File: config.mk
export PLATFORM = sky130hd
export DESIGN_NAME = ola_pwm_out
export DESIGN_NICKNAME = d
export VERILOG_FILES = /design/src/rtl/ola_pwm_pkg.sv /design/src/rtl/ola_pwm_out_pwm_modulator.sv /design/src/rtl/ola_pwm_out.sv
export SDC_FILE = /design/constraint.sdc
export NUM_CORES = 1
export LEC_CHECK = 0
export CORE_MARGIN = 3
export CORE_UTILIZATION = 51
export DETAILED_ROUTE_END_ITERATION = 10
export GPL_ROUTABILITY_DRIVEN = 0
export PLACE_DENSITY = 0.82
export REMOVE_ABC_BUFFERS = 1
export SYNTH_ARGS = -nofsm -noshare
export SYNTH_HDL_FRONTEND = slang
export SYNTH_SLANG_ARGS = --single-unit
File: constraint.sdc
create_clock -name clk -period 3.55 [get_ports clk]
set_input_delay 0.71 -clock clk [delete_from_list [all_inputs] [get_ports clk]]
set_output_delay 0.71 -clock clk [all_outputs]
set_load 0.01 [all_outputs]
File: src/rtl/ola_pwm_pkg.sv
// Shared constants and arithmetic helpers for the overlap-add PWM output stage.
//   AXIS_W    : width of one source lane in the packed AXI-Stream tdata bus
//   SAT_W     : working width for the generic saturate / duty helpers
//   sat_s     : clamp a signed value to a signed range of 'width' bits
//   to_offset : convert a signed sample to an offset-binary PWM duty word
package ola_pwm_pkg;

    localparam int unsigned AXIS_W = 32;
    localparam int unsigned SAT_W  = 48;

    // Clamp val into [-2**(width-1), 2**(width-1)-1]; result stays SAT_W wide.
    function automatic logic signed [SAT_W-1:0] sat_s(
        input logic signed [SAT_W-1:0] val,
        input int unsigned             width
    );
        logic signed [SAT_W-1:0] hi;
        logic signed [SAT_W-1:0] lo;
        hi = $signed((SAT_W'(1) << (width - 1)) - SAT_W'(1));
        lo = ~hi;
        if (val > hi) begin
            return hi;
        end
        if (val < lo) begin
            return lo;
        end
        return val;
    endfunction

    // Top pwm_w bits of a data_w-bit signed sample with the sign bit inverted.
    function automatic logic [15:0] to_offset(
        input logic [SAT_W-1:0] sample,
        input int unsigned      data_w,
        input int unsigned      pwm_w
    );
        logic [SAT_W-1:0] top;
        top = (sample >> (data_w - pwm_w)) & ((SAT_W'(1) << pwm_w) - SAT_W'(1));
        top = top ^ (SAT_W'(1) << (pwm_w - 1));
        return top[15:0];
    endfunction

endpackage

File: src/rtl/ola_pwm_out_pwm_modulator.sv
// PWM timebase and modulator.
//   clk, rst     : clock, synchronous active-high reset
//   duty_in      : next duty word, captured at the first period wrap after a request
//   duty_ld_req  : one-cycle request to load duty_in at the next period boundary
//   mute         : when set at the load point, mid-scale duty is loaded instead
//   tick         : one cycle per audio sample (last clock of the last PWM period)
//   AUD_PWM      : registered PWM output, high while pwm_cnt < duty
module pwm_modulator #(
    parameter int unsigned PWM_W      = 8,
    parameter int unsigned PERIODS_PS = 9
) (
    input  logic             clk,
    input  logic             rst,
    input  logic [PWM_W-1:0] duty_in,
    input  logic             duty_ld_req,
    input  logic             mute,
    output logic             tick,
    output logic             AUD_PWM
);

    localparam int unsigned      PER_W    = $clog2(PERIODS_PS + 1);
    localparam logic [PWM_W-1:0] DUTY_MID = {1'b1, {(PWM_W-1){1'b0}}};
    localparam logic [PER_W-1:0] PER_LAST = PER_W'(PERIODS_PS - 1);

    logic [PWM_W-1:0] pwm_cnt;
    logic [PER_W-1:0] per_cnt;
    logic [PWM_W-1:0] duty;
    logic             ld_pend;
    logic             wrap;

    assign wrap = &pwm_cnt;
    assign tick = wrap && (per_cnt == PER_LAST);

    // Counters, duty register (only updated on a wrap, so no mid-period glitches) and output.
    always_ff @(posedge clk) begin
        if (rst) begin
            pwm_cnt <= '0;
            per_cnt <= '0;
            duty    <= DUTY_MID;
            ld_pend <= 1'b0;
            AUD_PWM <= 1'b0;
        end else begin
            pwm_cnt <= pwm_cnt + PWM_W'(1);
            if (wrap) begin
                per_cnt <= (per_cnt == PER_LAST) ? '0 : per_cnt + PER_W'(1);
            end
            if (wrap && (ld_pend || duty_ld_req)) begin
                duty    <= mute ? DUTY_MID : duty_in;
                ld_pend <= 1'b0;
            end else if (duty_ld_req) begin
                ld_pend <= 1'b1;
            end
            AUD_PWM <= (pwm_cnt < duty);
        end
    end

endmodule

File: src/rtl/ola_pwm_out.sv
// Overlap-add audio output stage: joins NUM_SRC staggered iFFT streams once per audio
// tick, sums with gain shift and saturation, and drives a PWM DAC plus amp enable.
//   clk, rst       : clock, synchronous active-high reset
//   s_axis_*       : NUM_SRC packed AXI-Stream sources, consumed together at the tick
//   gain_shift     : arithmetic right shift of the sum (0..15)
//   mute           : forces mid-scale duty; samples are still consumed
//   AUD_PWM/AUD_SD : PWM audio output / amplifier enable
//   sample_out     : last accepted overlapped sample, with sample_strobe pulse
//   underrun_cnt   : saturating count of ticks with a missing source
//   misalign       : sticky flag, tlast disagreed across sources at a handshake
module ola_pwm_out #(
    parameter int unsigned NUM_SRC    = 2,
    parameter int unsigned DATA_W     = 16,
    parameter int unsigned PWM_W      = 8,
    parameter int unsigned PERIODS_PS = 9
) (
    input  logic                  clk,
    input  logic                  rst,
    input  logic [NUM_SRC*32-1:0] s_axis_tdata,
    input  logic [NUM_SRC-1:0]    s_axis_tvalid,
    input  logic [NUM_SRC-1:0]    s_axis_tlast,
    output logic [NUM_SRC-1:0]    s_axis_tready,
    input  logic [3:0]            gain_shift,
    input  logic                  mute,
    output logic                  AUD_PWM,
    output logic                  AUD_SD,
    output logic [DATA_W-1:0]     sample_out,
    output logic                  sample_strobe,
    output logic [15:0]           underrun_cnt,
    output logic                  misalign
);

    import ola_pwm_pkg::*;

    localparam int unsigned SUM_W = DATA_W + $clog2(NUM_SRC) + 1;

    logic                    tick;
    logic                    all_v;
    logic                    accept;
    logic signed [SUM_W-1:0] sum;
    logic signed [SUM_W-1:0] scaled;
    logic signed [SAT_W-1:0] sat_wide;
    logic [DATA_W-1:0]       sat_val;
    logic [PWM_W-1:0]        duty_next;
    logic                    unused_bits;

    // All sources move together, and only on the tick; rst gates a stray handshake.
    assign all_v         = &s_axis_tvalid;
    assign accept        = tick & all_v & ~rst;
    assign s_axis_tready = {NUM_SRC{accept}};

    // Sign-extended sum of the real parts of every lane.
    always_comb begin
        sum = '0;
        for (int k = 0; k < NUM_SRC; k++) begin
            sum = sum + SUM_W'($signed(s_axis_tdata[k*AXIS_W +: DATA_W]));
        end
    end

    assign scaled    = sum >>> gain_shift;
    assign sat_wide  = sat_s(SAT_W'(scaled), DATA_W);
    assign sat_val   = DATA_W'(sat_wide);
    assign duty_next = PWM_W'(to_offset(SAT_W'(sample_out), DATA_W, PWM_W));

    // Imaginary halves of the lanes and the clamped-away high bits are intentionally dropped.
    always_comb begin
        unused_bits = ^sat_wide[SAT_W-1:DATA_W];
        for (int k = 0; k < NUM_SRC; k++) begin
            unused_bits = unused_bits ^ (^s_axis_tdata[k*AXIS_W + DATA_W +: AXIS_W - DATA_W]);
        end
    end

    // Sample capture and status.
    always_ff @(posedge clk) begin
        if (rst) begin
            sample_out    <= '0;
            sample_strobe <= 1'b0;
            underrun_cnt  <= '0;
            misalign      <= 1'b0;
            AUD_SD        <= 1'b0;
        end else begin
            AUD_SD        <= 1'b1;
            sample_strobe <= accept;
            if (accept) begin
                sample_out <= sat_val;
                if ((|s_axis_tlast) && !(&s_axis_tlast)) begin
                    misalign <= 1'b1;
                end
            end
            if (tick && !all_v && (underrun_cnt != 16'hFFFF)) begin
                underrun_cnt <= underrun_cnt + 16'd1;
            end
        end
    end

    pwm_modulator #(
        .PWM_W      (PWM_W),
        .PERIODS_PS (PERIODS_PS)
    ) u_mod (
        .clk         (clk),
        .rst         (rst),
        .duty_in     (duty_next),
        .duty_ld_req (sample_strobe),
        .mute        (mute),
        .tick        (tick),
        .AUD_PWM     (AUD_PWM)
    );

endmodule

==> qor.csv <==
metric,value,unit
clock tree buffer depth,2,
pwr dens,328,nW/µm²
area growth from synthesis to layout,29.9,%
H-tree Lvls,3,
Finish-stage setup viols,0,
r2r startpoint,u_mod.pwm_cnt[0],
minimum setup slack among reg-to-reg paths,570,ps
first-pass GRT wire length,21200,µm
Max Cap Viol,0,
Top Family by Delay on Critical Path,compound AO/OA/AOI/OAI gates,
Min Hold Slack,474,ps
Post-synth EDFFs,0,
Netlist cell types,88,
starting DRC count in detailed routing,424,
Critical Path Max Stage Delay,460,ps
clock skew,11.1,ps
worst-path maximum fanout,5,
Util after Layout,68.9,%
placeable core region,8810,µm²
NumNets Final,775,
Die Wd,102,µm
final-report hold violation count,0,
clock tree sinks,57,
M1 WL,5350,µm
largest net degree at the start of global routing,44,
share of cells above drive strength 1,18.5,%
final WL,12900,µm
Pwr Total,0.00199,W
WL met3,755,µm
Reg area,1140,µm²
Hold Crit Class,flip-flop to flip-flop,
die height,102,µm
crit path launch type,input port,
"Remaining Overflow, GRT",0,
Port Buffer Count,80,
max_slew headroom,34.7,%
cells after synthesis,557,
Initial Utilization,53.0,%
average wire per standard cell,16.4,µm
num rows,34,
predominant post-synthesis flop cell,dfxtp_1,
Yosys reg bits,57,
Hold EP,u_mod.pwm_cnt[0],
drt via density,6.17,
"Seq/Total Area, Yosys",24.4,%
WP buf/inv,2,
gr usage total,25.1,%
Max Fclk,289,MHz
Worst EP arrival,3700,ps
worst skew pair latency,340,ps
WS Path Type,input port to flip-flop,
crit-path cells,"clkdlybuf4s50_1, ha_1, inv_1, fa_1, and2b_4, o31a_1, o21ai_2, a221oi_4, nand2_2, o31ai_4, o221ai_1, a311oi_1",
initial antenna violation count,0,
worst hold path depth,1,
status,finished clean,
vias in the first global route,4631,
vias,4840,
Num CTS Buffers,9,
TritonCTS clock tree,done,
number of antenna diodes,0,
clock root buffer,clkbuf_8,
"commonest non-fill, non-tap cell in the layout",clkdlybuf4s50_1,
min cycle time layout,3460,ps
R2R Path End,underrun_cnt[13],
I/O pins,113,
multi-input gate area in the final layout,3260,µm²
yosys synthesis warning count,0,
Synth area leaders,"dfxtp_1 (24%), ha_1 (7.2%), nor2_1 (5.1%)",
# DRC,0,
hold_sp,u_mod.pwm_cnt[0],
final slew viol count,0,
DP Area,5800,µm²
measured slew at the worst slew-check pin,973,ps
RSZ-0062 raised after global routing,true,
area share of the largest cell type after synthesis,24.4,%
DRT Pass-1 Iters,7,
Worst Path Required,3790,ps
fillers,661,
detailed-placement wirelength estimate,10200,µm
Antenna Nets Post-Route,0,
"Clk pin slew, worst setup/hold paths",60,ps
WL met2,6350,µm
Top Metal Used,met4,
mapped cell area,4670,µm²
die area,10300,µm²
syn_area_per_cell,8.38,µm²
leakage power,2.29,nW
most frequent cells in the layout,"clkdlybuf4s50_1 (80), nor2_1 (64), dfxtp_1 (57), buf_4 (57), nand2_1 (37)",
design area,6070,µm²
asr flop ratio synth,0,%
Max VDD drop,0.199,mV
Post-CTS Hold Buffers,0,
CP max-delay cell,clkdlybuf4s50_1,
Worst Setup End Kind,flip-flop,
R2R depth,9,
biggest area consumer among synthesized cells,dfxtp_1,
Final Cycle Share,97.4,%
stage by stage:
stage | cells | TNS [ps] | setup WS (ps)
after floorplan | 524 | 0 | 371
after global placement | 768 | -1780 | -185
after detailed placement | 768 | -3050 | -260
after CTS | 784 | 0 | 90.2
after global routing | 785 | -20.2 | -19.0
final | 785 | 0 | 94.0
kinds of logic (layout without fill, tap and decap cells):
kind of cell               Yosys count  in the layout  synth area share [%]
buffers and inverters               55            175                  6.65
muxes                               14             14                  4.07
DFF                                 57             57                  24.4
adders and majority gates           28             28                  7.67
xor gates and xnor gates            27             27                  5.07
AOI/OAI and AO/OA                  171            171                  30.0
and+or+nand+nor                    205            205                  22.1
cell usage after synthesis, types with 4 or more instances:
cell type / n
a21oi_2: 5
o221a_1: 8
a21oi_1: 34
a21o_1: 11
o21a_1: 4
nand3_1: 18
o31a_1: 4
and2_1: 6
o21ai_0: 23
buf_6: 5
inv_1: 20
mux2i_1: 10
mux4_2: 4
o2111ai_1: 4
dfxtp_1: 57
nor3b_1: 10
buf_4: 6
nor2_1: 64
xnor2_1: 16
nor4_1: 6
o211ai_1: 7
ha_1: 27
nand4_1: 6
and3_1: 5
o21ai_1: 7
or3_1: 7
xor2_1: 11
nand2_1: 37
a211oi_1: 8
nand2b_1: 5
clkbuf_1: 14
o211ai_2: 4
nor3_1: 20
power by group:
group / leakage, nW / total, W / switching, W / internal (W)
Clock: 0.113 / 0.000676 / 0.000263 / 0.000413
Sequential: 0.460 / 0.000650 / 0.00000448 / 0.000645
Combinational: 1.72 / 0.000663 / 0.000349 / 0.000314
Total: 2.29 / 0.00199 / 0.000616 / 0.00137
worst register-to-register path, stage by stage, from the launching register on:
cell and delay [ps]:
dfxtp_1 390, ha_1 210, and3_1 300, nand3_2 190, nor4b_2 620, nand4_1 400
nor3_1 410, nand3_1 150, xor2_1 160, nor2_1 50
timing repair:
action	4_1_cts	5_1_grt
setup endpoints to repair	0	10
setup buffers	0	1
resized for setup	0	7
metal layers:
metal  up-vias  GRT usage, %
met3        52          3.93
met4         0          10.2
met2       224          43.1
met1      2260          31.2
li1       2304             -
met5         -             0
layout make-up:
type / instances / share of cell area [%]
sequential: 57 / 18.8
clock inverter: 5 / 1.30
inverter: 22 / 1.36
clock buffer: 11 / 2.33
multi-input combinational: 445 / 53.7
tap: 108 / 2.23
timing repair buffer: 137 / 20.3
worst max path at each step:
stage / cells after the start / slack, ps / endpoint / startpoint
5_1_grt: 12 / -20 / sample_out[2] / s_axis_tdata[0]
6_report: 12 / 90 / sample_out[4] / s_axis_tdata[0]
3_3_place_gp: 13 / -180 / sample_out[3] / s_axis_tdata[0]
3_5_place_dp: 13 / -260 / sample_out[3] / s_axis_tdata[0]
4_1_cts: 13 / 90 / sample_out[3] / s_axis_tdata[0]
2_1_floorplan: 11 / 370 / sample_out[2] / s_axis_tdata[0]
state kept, by name, indices dropped and copies added (netlist names):
| register | cells |
|---|---|
| sample_strobe | 1 |
| u_mod.ld_pend | 1 |
| misalign | 1 |
| u_mod.duty | 8 |
| underrun_cnt | 16 |
| sample_out | 16 |
| AUD_SD | 1 |
| u_mod.per_cnt | 4 |
| u_mod.AUD_PWM | 1 |
| u_mod.pwm_cnt | 8 |
Power figures use the tool's default switching activity.
